==> src/rtl/imem_port_arbiter_if.sv <==
// Bundle of the two requester ports and the instruction-memory port served by
// imem_port_arbiter. The arbiter takes the slave view; requesters/memory the master view.
interface imem_port_arbiter_if #(
  parameter int ADDR_W = 32,
  parameter int DATA_W = 32
);
  logic              m0_req;
  logic [ADDR_W-1:0] m0_addr;
  logic              m0_gnt;
  logic              m0_rvalid;
  logic [DATA_W-1:0] m0_rdata;
  logic              m1_req;
  logic [ADDR_W-1:0] m1_addr;
  logic              m1_gnt;
  logic              m1_rvalid;
  logic [DATA_W-1:0] m1_rdata;
  logic              mem_en;
  logic [ADDR_W-1:0] mem_addr;
  logic [DATA_W-1:0] mem_rdata;
  logic              busy;

  modport slave (
    input  m0_req, m0_addr, m1_req, m1_addr, mem_rdata,
    output m0_gnt, m0_rvalid, m0_rdata, m1_gnt, m1_rvalid, m1_rdata,
           mem_en, mem_addr, busy
  );

  modport master (
    output m0_req, m0_addr, m1_req, m1_addr, mem_rdata,
    input  m0_gnt, m0_rvalid, m0_rdata, m1_gnt, m1_rvalid, m1_rdata,
           mem_en, mem_addr, busy
  );
endinterface

==> src/rtl/imem_port_arbiter.sv <==
// Round-robin arbiter sharing one fixed-latency, single-port instruction memory
// between the fetch port (0) and the loader/debug port (1), one access at a time.
module imem_port_arbiter #(
  parameter int ADDR_W      = 32,
  parameter int DATA_W      = 32,
  parameter int MEM_LATENCY = 1
) (
  input  logic               clk,
  input  logic               rst_n,
  imem_port_arbiter_if.slave bus
);

  typedef enum logic [1:0] {S_IDLE, S_ISSUE, S_WAIT, S_RESP} state_t;

  localparam int              CNT_W    = 2;
  localparam logic [CNT_W-1:0] CNT_LOAD = CNT_W'(MEM_LATENCY - 1);

  state_t            state_q, state_d;
  logic [CNT_W-1:0]  cnt_q, cnt_d;
  logic              last_win_q, last_win_d;
  logic              owner_q, owner_d;
  logic              mem_en_q, mem_en_d;
  logic [ADDR_W-1:0] mem_addr_q, mem_addr_d;
  logic [1:0]        gnt_q, gnt_d;
  logic [1:0]        rvalid_q, rvalid_d;
  logic [DATA_W-1:0] rdata0_q, rdata0_d;
  logic [DATA_W-1:0] rdata1_q, rdata1_d;
  logic              any_req, tie, winner;

  // On a tie the port that did not win the previous tie goes next.
  always_comb begin
    any_req = bus.m0_req | bus.m1_req;
    tie     = bus.m0_req & bus.m1_req;
    winner  = tie ? ~last_win_q : bus.m1_req;
  end

  always_comb begin
    state_d    = state_q;
    cnt_d      = cnt_q;
    last_win_d = last_win_q;
    owner_d    = owner_q;
    mem_en_d   = mem_en_q;
    mem_addr_d = mem_addr_q;
    gnt_d      = gnt_q;
    rvalid_d   = rvalid_q;
    rdata0_d   = rdata0_q;
    rdata1_d   = rdata1_q;

    case (state_q)
      S_IDLE, S_RESP: begin
        if (state_q == S_RESP) begin
          gnt_d    = 2'b00;
          rvalid_d = 2'b00;
          state_d  = S_IDLE;
        end
        if (any_req) begin
          state_d    = S_ISSUE;
          mem_en_d   = 1'b1;
          mem_addr_d = winner ? bus.m1_addr : bus.m0_addr;
          gnt_d      = winner ? 2'b10 : 2'b01;
          owner_d    = winner;
          if (tie) last_win_d = winner;
        end
      end
      S_ISSUE: begin
        mem_en_d = 1'b0;
        cnt_d    = CNT_LOAD;
        state_d  = S_WAIT;
      end
      S_WAIT: begin
        if (cnt_q == '0) begin
          if (owner_q) rdata1_d = bus.mem_rdata;
          else         rdata0_d = bus.mem_rdata;
          rvalid_d = owner_q ? 2'b10 : 2'b01;
          state_d  = S_RESP;
        end else begin
          cnt_d = cnt_q - 1'b1;
        end
      end
      default: state_d = S_IDLE;
    endcase
  end

  // Reset drops any in-flight access; the requester has to ask again.
  always_ff @(posedge clk or negedge rst_n) begin
    if (!rst_n) begin
      state_q    <= S_IDLE;
      cnt_q      <= '0;
      last_win_q <= 1'b1;
      owner_q    <= 1'b0;
      mem_en_q   <= 1'b0;
      mem_addr_q <= '0;
      gnt_q      <= 2'b00;
      rvalid_q   <= 2'b00;
      rdata0_q   <= '0;
      rdata1_q   <= '0;
    end else begin
      state_q    <= state_d;
      cnt_q      <= cnt_d;
      last_win_q <= last_win_d;
      owner_q    <= owner_d;
      mem_en_q   <= mem_en_d;
      mem_addr_q <= mem_addr_d;
      gnt_q      <= gnt_d;
      rvalid_q   <= rvalid_d;
      rdata0_q   <= rdata0_d;
      rdata1_q   <= rdata1_d;
    end
  end

  assign bus.m0_gnt    = gnt_q[0];
  assign bus.m1_gnt    = gnt_q[1];
  assign bus.m0_rvalid = rvalid_q[0];
  assign bus.m1_rvalid = rvalid_q[1];
  assign bus.m0_rdata  = rdata0_q;
  assign bus.m1_rdata  = rdata1_q;
  assign bus.mem_en    = mem_en_q;
  assign bus.mem_addr  = mem_addr_q;
  assign bus.busy      = (state_q == S_ISSUE) || (state_q == S_WAIT);

endmodule

==> src/flat_wrapper.sv <==
// flat-port wrapper written by rule: the top's interface ports become plain ports
module imem_port_arbiter_flat 
#(
  parameter int ADDR_W      = 32,
  parameter int DATA_W      = 32,
  parameter int MEM_LATENCY = 1
)
  (clk, rst_n, bus_m0_req, bus_m0_addr, bus_m1_req, bus_m1_addr, bus_mem_rdata, bus_m0_gnt, bus_m0_rvalid, bus_m0_rdata, bus_m1_gnt, bus_m1_rvalid, bus_m1_rdata, bus_mem_en, bus_mem_addr, bus_busy);
  imem_port_arbiter_if #(.ADDR_W(ADDR_W), .DATA_W(DATA_W)) bus_i ();
  input  logic clk;
  input  logic rst_n;
  input wire logic [$bits(bus_i.m0_req)-1:0] bus_m0_req;
  input wire logic [$bits(bus_i.m0_addr)-1:0] bus_m0_addr;
  input wire logic [$bits(bus_i.m1_req)-1:0] bus_m1_req;
  input wire logic [$bits(bus_i.m1_addr)-1:0] bus_m1_addr;
  input wire logic [$bits(bus_i.mem_rdata)-1:0] bus_mem_rdata;
  output wire logic [$bits(bus_i.m0_gnt)-1:0] bus_m0_gnt;
  output wire logic [$bits(bus_i.m0_rvalid)-1:0] bus_m0_rvalid;
  output wire logic [$bits(bus_i.m0_rdata)-1:0] bus_m0_rdata;
  output wire logic [$bits(bus_i.m1_gnt)-1:0] bus_m1_gnt;
  output wire logic [$bits(bus_i.m1_rvalid)-1:0] bus_m1_rvalid;
  output wire logic [$bits(bus_i.m1_rdata)-1:0] bus_m1_rdata;
  output wire logic [$bits(bus_i.mem_en)-1:0] bus_mem_en;
  output wire logic [$bits(bus_i.mem_addr)-1:0] bus_mem_addr;
  output wire logic [$bits(bus_i.busy)-1:0] bus_busy;
  assign bus_i.m0_req = bus_m0_req;
  assign bus_i.m0_addr = bus_m0_addr;
  assign bus_i.m1_req = bus_m1_req;
  assign bus_i.m1_addr = bus_m1_addr;
  assign bus_i.mem_rdata = bus_mem_rdata;
  assign bus_m0_gnt = bus_i.m0_gnt;
  assign bus_m0_rvalid = bus_i.m0_rvalid;
  assign bus_m0_rdata = bus_i.m0_rdata;
  assign bus_m1_gnt = bus_i.m1_gnt;
  assign bus_m1_rvalid = bus_i.m1_rvalid;
  assign bus_m1_rdata = bus_i.m1_rdata;
  assign bus_mem_en = bus_i.mem_en;
  assign bus_mem_addr = bus_i.mem_addr;
  assign bus_busy = bus_i.busy;
  imem_port_arbiter #(.ADDR_W(ADDR_W), .DATA_W(DATA_W), .MEM_LATENCY(MEM_LATENCY)) u_core (.clk(clk), .rst_n(rst_n), .bus(bus_i));
endmodule
==> config.mk <==
export PLATFORM = sky130hd
export DESIGN_NAME = imem_port_arbiter_flat
export DESIGN_NICKNAME = d
export VERILOG_FILES = /design/src/rtl/imem_port_arbiter_if.sv /design/src/rtl/imem_port_arbiter.sv /design/src/flat_wrapper.sv
export SDC_FILE = /design/constraint.sdc
export NUM_CORES = 1
export LEC_CHECK = 0
export CAP_MARGIN = 10
export CORE_ASPECT_RATIO = 0.6
export CORE_UTILIZATION = 40
export DETAILED_ROUTE_END_ITERATION = 6
export GPL_TIMING_DRIVEN = 1
export PLACE_DENSITY_LB_ADDON = 0.12
export SLEW_MARGIN = 20
export SYNTH_ARGS = -nofsm -noshare
export SYNTH_HDL_FRONTEND = slang
export SYNTH_SLANG_ARGS = --single-unit
==> constraint.sdc <==
create_clock -name clk -period 1.8 [get_ports clk]
set_input_delay 0.36 -clock clk [delete_from_list [all_inputs] [get_ports clk]]
set_output_delay 0.36 -clock clk [all_outputs]
set_load 0.02 [all_outputs]
==> flow_metrics.tcl <==
set metrics [dict create \
    cts_tree "built" \
    via_per_inst 4.96 \
    finalCritPeriodShare_pct 94.6 \
    synthesis.area_sq_um 4430 \
    power_density_nw_per_um2 2000 \
    slew_headroom_pct 68.6 \
    cp_max_fo 3 \
    instances_no_fill 723 \
    hold_viol_final 0 \
    die_w_microns 138 \
    drtPass1Iterations 4 \
    pin_count 202 \
    place_inst 705 \
    gp_congestion 0.783 \
    cp_top_family "buffers and inverters" \
    cp-startpoint "u_core.gnt_q[0]$_DFFE_PN0P_" \
    route.vias.total 3588 \
    synth_area_per_cell_sq_um 11.9 \
    post-route-drc-count 0 \
    final_common_cell "clkdlybuf4s50_1" \
    start_util_pct 41.6 \
    layout-drive-gt1-share_pct 18.0 \
    insertion_delay_ps 340 \
    max_cap_violations 0 \
    ys_seq_elements 107 \
    htree_levels 3 \
    rsz0062_at_grt "false" \
    syn_inst 373 \
    syn-num-nets 479 \
    grt_pass1_vias 3789 \
    io_buffers 201 \
    cpMaxStageDelayCell "clkdlybuf4s50_1" \
    worstMarginPinSlew_ps 471 \
    rr_worst_depth 6 \
    grt_pass1_wl_microns 19000 \
    num_rows 29 \
    timing.final.max_slew_violations 0 \
    required_ps 1440 \
    critPathLaunchType "flop" \
    fmax_ghz 0.587 \
    routedWlPerCell_microns 16.3 \
    cts.sink_count 107 \
    r2r-end "u_core.bus.m0_rdata[23]$_DFFE_PN0P_" \
    p_leak_nw 2.96 \
    multi_input_area_sq_um 1640 \
    irDropWorstVdd_uv 1130 \
    fin_util_pct 65.9 \
    antenna_found_initial 0 \
    totalWireLength_microns 11800 \
    hp-class "in -> async" \
    clkTransAtPathRegs_ps 70 \
    grt_max_degree 34 \
    detail-route-antenna-nets 0 \
    synth_edf_count 0 \
    synthFlopType "dfrtp_1" \
    outcome "complete, no violations" \
    criticalPathCategory "reg -> out" \
    coreArea_sq_um 10700 \
    n_antenna_cell 0 \
    final_cell_mix "clkdlybuf4s50_1, dfrtp_1, a21oi_1" \
    syn_to_final_growth_pct 58.6 \
    dieArea_sq_um 11500 \
    finalSetupViolCount 0 \
    overflow 0 \
    ys_async_sr_fraction_pct 100 \
    finalCriticalPeriod_ps 1700 \
    ys_types 29 \
    die_h_microns 83.6 \
    rrSetupSlack_ps 120 \
    skew_ps 8.43 \
    end_kind "primary output" \
    worstSetupPathDepth 1 \
    nets 685 \
    cp.arrival_ps 1340 \
    cts_buffers 9 \
    clk_path_buf_depth 2 \
    critical_path.max_stage_delay_ps 610 \
    worstPathBufferInverterCount 1 \
    r2r-start "u_core.state_q[0]$_DFFE_PN0P_" \
    grt_use_total_pct 21.4 \
    worstSetupEndpoint "bus_m0_gnt" \
    yosys_warnings 0 \
    cp_cell_sequence "clkdlybuf4s50_1" \
    drt_iter0_drc 141 \
    regArea_sq_um 2680 \
    ys_seq_area_share_pct 60.4 \
    hpwl_microns 8610 \
    fillCellCount 841 \
    cts_root_buf "clkbuf_16" \
]
[layout make-up]
type                    count  area share (%)
clock buffers              11            3.31
clock inverters             5           0.872
inverters                   6           0.320
multi-input cells         238            23.3
flip-flops and latches    107            38.1
well taps                 139            2.47
repair buffers            217            31.7
[cells in the mapped netlist (all sizes together), types with 2 or more instances]
cell type | count | share of area [%]
a21oi | 67 | 7.6
buf | 22 | 2.5
mux2 | 65 | 17
inv | 6 | 0.51
nand3 | 2 | 0.23
nor2 | 35 | 3.0
nor2b | 4 | 0.56
mux2i | 2 | 0.45
nand2 | 36 | 3.0
ha | 6 | 1.7
o21ai | 6 | 0.68
dfrtp | 106 | 60
[per-layer routing]
metal	vias to the layer above	GRT usage [%]	wire length [microns]
met2	104	34.9	5700
met3	12	7.65	911
met5	-	0	0
li1	1687	-	-
met1	1785	26.8	5030
met4	0	5.73	146
[stage by stage]
stage / hold WS [ps] / total power [mW] / worst slack, ps / instance area [sq um] / TNS, ps
floorplan: 64.4 / 8.52 / 125 / 4430 / 0
global placement: 332 / 12.0 / 62.2 / 6720 / 0
detailed placement: 344 / 12.2 / -1.57 / 6720 / -1.57
CTS: 509 / 14.2 / 9.14 / 7020 / 0
global route: 512 / 14.9 / 21.6 / 7030 / 0
finish: 507 / 14.1 / 97.3 / 7030 / 0
[where the power goes]
part | switching [mW] | internal, mW
Sequential | 0.655 | 3.68
Combinational | 3.86 | 3.92
Clock | 0.875 | 1.09
[worst min path at each step]
stage	startpoint	end	slack [ps]	cells after the start
after floorplan	rst_n	u_core.bus.m0_rdata[0]$_DFFE_PN0P_	60	0
after global placement	rst_n	u_core.bus.mem_addr[5]$_DFFE_PN0P_	330	1
after detailed placement	rst_n	u_core.bus.mem_addr[5]$_DFFE_PN0P_	340	1
after CTS	u_core.bus.m0_rdata[14]$_DFFE_PN0P_	u_core.bus.m0_rdata[14]$_DFFE_PN0P_	510	1
after global routing	u_core.bus.m1_rdata[11]$_DFFE_PN0P_	u_core.bus.m1_rdata[11]$_DFFE_PN0P_	510	1
final	rst_n	u_core.bus.mem_addr[5]$_DFFE_PN0P_	510	2
[flip-flops by register name, indices dropped and copies added, names as in the netlist]
name / flops
u_core.cnt_q: 2
u_core.last_win_q: 1
u_core.rvalid_q: 2
u_core.gnt_q: 2
u_core.bus.mem_en: 1
u_core.owner_q: 1
u_core.bus.m1_rdata: 32
u_core.state_q: 2
u_core.bus.m0_rdata: 32
u_core.bus.mem_addr: 32
[cells by family after synthesis]
family	share of synthesized area, %
buf+inv	3.05
fa+ha+maj	1.69
mux	17.0
flops	60.4
simple gates	7.42
compound gates	10.3
xor+xnor	0.198
[what timing repair did]
| item | in CTS | in global routing |
|---|---|---|
| resized for setup | 2 | 3 |
| setup endpoints to repair | 1 | 13 |
| endpoints found under the hold margin | 29 | 0 |
| hold buffers | 1 | 0 |
| pin swaps | 0 | 0 |
| setup buffers | 0 | 1 |
(Power assumes the default switching activity.)
